## config.mk

```make
export PLATFORM = sky130hd
export DESIGN_NAME = mc_ctrl
export DESIGN_NICKNAME = d
export VERILOG_FILES = /design/src/rtl/mc_ctrl.sv
export SDC_FILE = /design/constraint.sdc
export NUM_CORES = 1
export LEC_CHECK = 0
export CAP_MARGIN = 20
export CORE_ASPECT_RATIO = 0.75
export CORE_UTILIZATION = 28
export CTS_BUF_LIST = sky130_fd_sc_hd__clkbuf_8 sky130_fd_sc_hd__clkbuf_16
export CTS_CLUSTER_DIAMETER = 200
export CTS_CLUSTER_SIZE = 28
export DETAILED_ROUTE_END_ITERATION = 8
export PLACE_DENSITY = 0.77
export REMOVE_ABC_BUFFERS = 1
export SETUP_SLACK_MARGIN = 0.2
export SLEW_MARGIN = 30
export SYNTH_ARGS = -nofsm -noshare
export SYNTH_HDL_FRONTEND = slang
export SYNTH_SLANG_ARGS = --single-unit
```

## constraint.sdc

```tcl
create_clock -name clk -period 2.1 [get_ports clk]
set_input_delay 0.42 -clock clk [delete_from_list [all_inputs] [get_ports clk]]
set_output_delay 0.42 -clock clk [all_outputs]
set_load 0.02 [all_outputs]
```

## src/rtl/mc_ctrl.sv

```systemverilog
// mc_ctrl: multi-cycle control unit for the p4 MIPS-subset datapath.
// Sequences FETCH/DECODE/EXEC/MEM/WB, drives the ALU opcode and every
// PC/IR/memory/register write enable. Outputs are decoded combinationally
// from the state register and the current IR contents.
module mc_ctrl (
  input  logic        clk,
  input  logic        reset,
  input  logic [31:0] instr,
  input  logic        zero,
  output logic [2:0]  state,
  output logic        ir_we,
  output logic        pc_we,
  output logic [1:0]  pc_src,
  output logic [2:0]  alu_op,
  output logic        alu_b_sel,
  output logic        ext_op,
  output logic        aluout_we,
  output logic        mem_we,
  output logic        mdr_we,
  output logic        reg_we,
  output logic        reg_dst,
  output logic        wd_sel,
  output logic        done
);

  localparam logic [5:0] OP_RTYPE = 6'b000000;
  localparam logic [5:0] OP_ORI   = 6'b001101;
  localparam logic [5:0] OP_LW    = 6'b100011;
  localparam logic [5:0] OP_SW    = 6'b101011;
  localparam logic [5:0] OP_BEQ   = 6'b000100;
  localparam logic [5:0] OP_J     = 6'b000010;
  localparam logic [5:0] FN_ADDU  = 6'b100001;
  localparam logic [5:0] FN_SUBU  = 6'b100011;

  localparam logic [1:0] PC_SEQ = 2'b00;
  localparam logic [1:0] PC_BR  = 2'b01;
  localparam logic [1:0] PC_JMP = 2'b10;

  localparam logic [2:0] ALU_ADD = 3'b000;
  localparam logic [2:0] ALU_SUB = 3'b001;
  localparam logic [2:0] ALU_OR  = 3'b010;
  localparam logic [2:0] ALU_CEQ = 3'b011;

  typedef enum logic [2:0] {
    S_FETCH  = 3'd0,
    S_DECODE = 3'd1,
    S_EXEC   = 3'd2,
    S_MEM    = 3'd3,
    S_WB     = 3'd4
  } state_t;

  // One-hot-ish instruction class flags; all clear means illegal.
  typedef struct packed {
    logic addu;
    logic subu;
    logic ori;
    logic lw;
    logic sw;
    logic beq;
    logic j;
  } dec_t;

  state_t     st, st_nxt;
  dec_t       dec;
  logic       illegal;
  logic [5:0] opc, fn;

  // Register-number and immediate fields are datapath-only.
  logic unused_instr_bits;
  assign unused_instr_bits = ^instr[25:6];

  assign opc   = instr[31:26];
  assign fn    = instr[5:0];
  assign state = st;

  // Instruction class decode from opcode/funct.
  always_comb begin
    dec      = '0;
    dec.addu = (opc == OP_RTYPE) && (fn == FN_ADDU);
    dec.subu = (opc == OP_RTYPE) && (fn == FN_SUBU);
    dec.ori  = (opc == OP_ORI);
    dec.lw   = (opc == OP_LW);
    dec.sw   = (opc == OP_SW);
    dec.beq  = (opc == OP_BEQ);
    dec.j    = (opc == OP_J);
    illegal  = ~|dec;
  end

  // State register; reset aborts any in-flight instruction.
  always_ff @(posedge clk) begin
    if (reset) st <= S_FETCH;
    else       st <= st_nxt;
  end

  // Next-state and control outputs; reset masks every enable.
  always_comb begin
    st_nxt    = S_FETCH;
    ir_we     = 1'b0;
    pc_we     = 1'b0;
    pc_src    = PC_SEQ;
    alu_op    = ALU_ADD;
    alu_b_sel = 1'b0;
    ext_op    = 1'b0;
    aluout_we = 1'b0;
    mem_we    = 1'b0;
    mdr_we    = 1'b0;
    reg_we    = 1'b0;
    reg_dst   = 1'b0;
    wd_sel    = 1'b0;
    done      = 1'b0;

    case (st)
      S_FETCH: begin
        ir_we  = 1'b1;
        pc_we  = 1'b1;
        pc_src = PC_SEQ;
        st_nxt = S_DECODE;
      end

      S_DECODE: begin
        if (dec.j) begin
          pc_we  = 1'b1;
          pc_src = PC_JMP;
          done   = 1'b1;
          st_nxt = S_FETCH;
        end else if (illegal) begin
          // Unknown encodings retire as a nop.
          done   = 1'b1;
          st_nxt = S_FETCH;
        end else begin
          st_nxt = S_EXEC;
        end
      end

      S_EXEC: begin
        if (dec.addu) begin
          aluout_we = 1'b1;
          alu_op    = ALU_ADD;
          st_nxt    = S_WB;
        end else if (dec.subu) begin
          aluout_we = 1'b1;
          alu_op    = ALU_SUB;
          st_nxt    = S_WB;
        end else if (dec.ori) begin
          aluout_we = 1'b1;
          alu_op    = ALU_OR;
          alu_b_sel = 1'b1;
          ext_op    = 1'b0;
          st_nxt    = S_WB;
        end else if (dec.lw || dec.sw) begin
          aluout_we = 1'b1;
          alu_op    = ALU_ADD;
          alu_b_sel = 1'b1;
          ext_op    = 1'b1;
          st_nxt    = S_MEM;
        end else if (dec.beq) begin
          // Branch resolves on the same-cycle ZERO flag; not taken keeps
          // the PC+4 already written in FETCH.
          aluout_we = 1'b1;
          alu_op    = ALU_CEQ;
          ext_op    = 1'b1;
          pc_src    = PC_BR;
          pc_we     = zero;
          done      = 1'b1;
          st_nxt    = S_FETCH;
        end else begin
          st_nxt = S_FETCH;
        end
      end

      S_MEM: begin
        if (dec.sw) begin
          mem_we = 1'b1;
          done   = 1'b1;
          st_nxt = S_FETCH;
        end else if (dec.lw) begin
          mdr_we = 1'b1;
          st_nxt = S_WB;
        end else begin
          st_nxt = S_FETCH;
        end
      end

      S_WB: begin
        reg_we  = 1'b1;
        done    = 1'b1;
        reg_dst = dec.addu | dec.subu;
        wd_sel  = dec.lw;
        st_nxt  = S_FETCH;
      end

      default: st_nxt = S_FETCH;
    endcase

    if (reset) begin
      ir_we     = 1'b0;
      pc_we     = 1'b0;
      pc_src    = PC_SEQ;
      alu_op    = ALU_ADD;
      alu_b_sel = 1'b0;
      ext_op    = 1'b0;
      aluout_we = 1'b0;
      mem_we    = 1'b0;
      mdr_we    = 1'b0;
      reg_we    = 1'b0;
      reg_dst   = 1'b0;
      wd_sel    = 1'b0;
      done      = 1'b0;
    end
  end

endmodule
```

==> flow_summary_export.csv <==
group,metric,value,unit
status,status,"finished clean",
place,hpwl,1710,um
clock_network,cts_buffers,3,
critical_path,cp-end-kind,"primary output",
timing,setup_slack,50.8,ps
synthesis,syn_avg_cell_area,7.17,um2
power_and_ir_drop,p_leak,0.604,nW
synthesis,yosysUniqueCellTypes,35,
timing,fin_tns_setup,0,ps
synthesis,synth_top_cell_by_area,"dfxtp_1",
cells_and_area,mostFrequentLayoutCells,"buf_4, buf_6, nand2_1, nor2_1, buf_2",
critical_path,slowest_stage,"nor3_4",
worst_hold_path,hold_depth,4,
drt,ant_nets,0,
critical_path,r2r_setup_slack,230,ps
timing,final-hold-violation-count,0,
critical_path,cp.arrival,1630,ps
synthesis,netlist_area,502,um2
floorplanning,die_width,50.9,um
synthesis,synth_area_leaders,"dfxtp_1, nand2_1, nor2_1, a21oi_1, nor4_1",
worst_hold_path,holdPathEnd,"state[0]",
cells_and_area,final_common_cell,"buf_4",
floorplanning,initial_core_util,0.318,
critical_path,rr_endpoint,"state[2]",
worst_hold_path,hp-class,"primary input to flip-flop",
synthesis,synth_top_area_share,0.120,
timing,fin_crit_sh,0.976,
clock_network,cts_tree,"built",
place,place_congestion,0.895,
critical_path,r2r_cells,9,
timing,fmax,488,MHz
critical_path,r2r-start,"state[0]",
floorplanning,core.rowCount,12,
power_and_ir_drop,power_density,296,mW/mm2
power_and_ir_drop,clockPowerShare,0.450,
floorplanning,die-area,0.00197,mm2
power_and_ir_drop,seqPwrFrac,0.164,
clock_network,clk_latency,220,ps
drt,routed_wl,2630,um
timing,setup_viol,0,
cells_and_area,largest_reg_flops,3,
drt,drcViolationCount,0,
place,dpl.cell_count,148,
global_routing,grt_overflow,0,
cells_and_area,seq_area,67.6,um2
worst_hold_path,min_from,"reset",
drt,drt_iter0_markers,18,
synthesis,synthCells,70,
synthesis,ys_ff_latch,3,
global_routing,grt_max_degree,8,
global_routing,antenna_found_initial,0,
place,port_buffers,32,
floorplanning,ios,54,
timing,rsz0062_at_grt,"yes",
clock_network,cts_max_path_buffers,2,
global_routing,grt_first_pass_wirelength,3810,um
critical_path,critPathMaxStageDelay,270,ps
critical_path,critPathMaxFanout,5,
power_and_ir_drop,p_switching,0.000107,W
critical_path,critical_path_class,"primary input to primary output",
synthesis,ys_warn_count,0,
floorplanning,die_y,38.7,um
power_and_ir_drop,switching_share,0.294,
place,pre_cts_slack,-718,ps
synthesis,seq_area_frac_synth,0.120,
cells_and_area,fin_cells,164,
power_and_ir_drop,combPwrFrac,0.385,
power_and_ir_drop,p_int,0.000258,W
clock_network,cts_hold_buffers,0,
timing,layout_min_cycle_time,2050,ps
power_and_ir_drop,power,0.000366,W
critical_path,startpoint_type,"primary input",
clock_network,root_buffer,"clkbuf_8",
clock_network,clk_pin_slew,30,ps
cells_and_area,final_nets,179,
drt,vias,870,
cells_and_area,fill_cells,112,
job,drv_cap,0,
cells_and_area,syn_to_final_growth,147,%
cells_and_area,n_antenna_cell,0,
clock_network,clock-sinks,3,
cells_and_area,drive_gt1_frac,0.664,
power_and_ir_drop,vdd_drop_max,0.336,mV
cells_and_area,multi_input_area,488,um2
floorplanning,core_area,0.00158,mm2
timing,maxSlewViolCount,0,
critical_path,crit_chain,"buf_8 -> nor3_4 -> buf_4 -> nand4b_1 -> a21oi_2 -> o31a_1 -> buf_6",
timing,clock_skew,4.57,ps
global_routing,first_global_vias,877,
critical_path,critPathRequiredTime,1680,ps
clock_network,cts.htree.levels,1,
drt,dr.pass1.iters,4,
drt,via_per_inst,5.30,
drt,wl_per_cell,16.0,um
global_routing,track_usage,0.270,
[area by class of cell]
type / instances / share of cell area
clock buffers: 3 / 0.0334
well taps: 21 / 0.0212
inverters: 4 / 0.0121
clock inverters: 1 / 0.00303
flip-flops and latches: 3 / 0.0546
multi-input cells: 58 / 0.394
repair buffers: 74 / 0.481
[critical path: cells and delay by family]
kind                   cells  cell delay, ps
and+or+nand+nor            2             430
buffers and inverters      3             390
AOI/OAI and AO/OA          2             380
[through the flow]
| step | util | hold WS (ps) | area, um2 |
|---|---|---|---|
| after floorplan | - | 603 | 465 |
| after global placement | 0.658 | 629 | 1040 |
| after detailed placement | 0.658 | 639 | 1040 |
| after CTS | 0.711 | 588 | 1120 |
| after global routing | 0.785 | 591 | 1240 |
| final | 0.785 | 579 | 1240 |
[cell usage after synthesis (all sizes together)]
cell and count:
a32o 1, nor3b 3, nor4b 1, o31a 1, and3 2, conb 1
nor2 7, xor2 1, a31oi 3, and3b 1, or2 1, nand3 2
and4 1, nand4 2, a41o 1, or3b 1, a21oi 5, o21ai 1
nor4 4, nor3 4, nand2 8, o21bai 1, o41ai 1, or3 2
inv 4, buf 5, dfxtp 3, nand4b 1, nor2b 2
[power by group through the flow]
stage               clock network (W)   logic, W  registers [W]
floorplan                           0  0.0000331      0.0000653
global placement                    0   0.000118      0.0000619
detailed placement                  0   0.000121      0.0000618
CTS                          0.000167   0.000126      0.0000601
global route                 0.000174   0.000149      0.0000604
finish                       0.000165   0.000141      0.0000602
[logic make-up (layout without fill, tap and decap cells)]
logic type	after synthesis	after routing	share of synthesized area
DFF	3	3	0.120
AOI/OAI and AO/OA	14	14	0.204
buffers and inverters	9	82	0.102
other	1	1	0.00747
and+or+nand+nor	42	42	0.549
xor gates and xnor gates	1	1	0.0175
[layer usage]
layer | track usage | wire (um)
met3 | 0.0706 | 190
met1 | 0.288 | 1090
met4 | 0.188 | 111
met2 | 0.480 | 1230
met5 | 0 | 0
[repair_timing]
item,in CTS,in global routing
pin swaps,16,15
endpoints found under the setup margin,15,16
buffers inserted,8,4
resized for setup,125,29
[worst max-delay path by stage]
| stage | start | cells past startpoint | slack (ps) | to |
|---|---|---|---|---|
| after floorplan | state[2] | 3 | 5 | reg_dst |
| after global placement | instr[26] | 6 | -660 | done |
| after detailed placement | instr[26] | 6 | -720 | done |
| after CTS | instr[27] | 6 | 70 | done |
| after global routing | instr[26] | 7 | 30 | done |
| final | instr[30] | 7 | 50 | done |
Power figures use the tool's default switching activity.
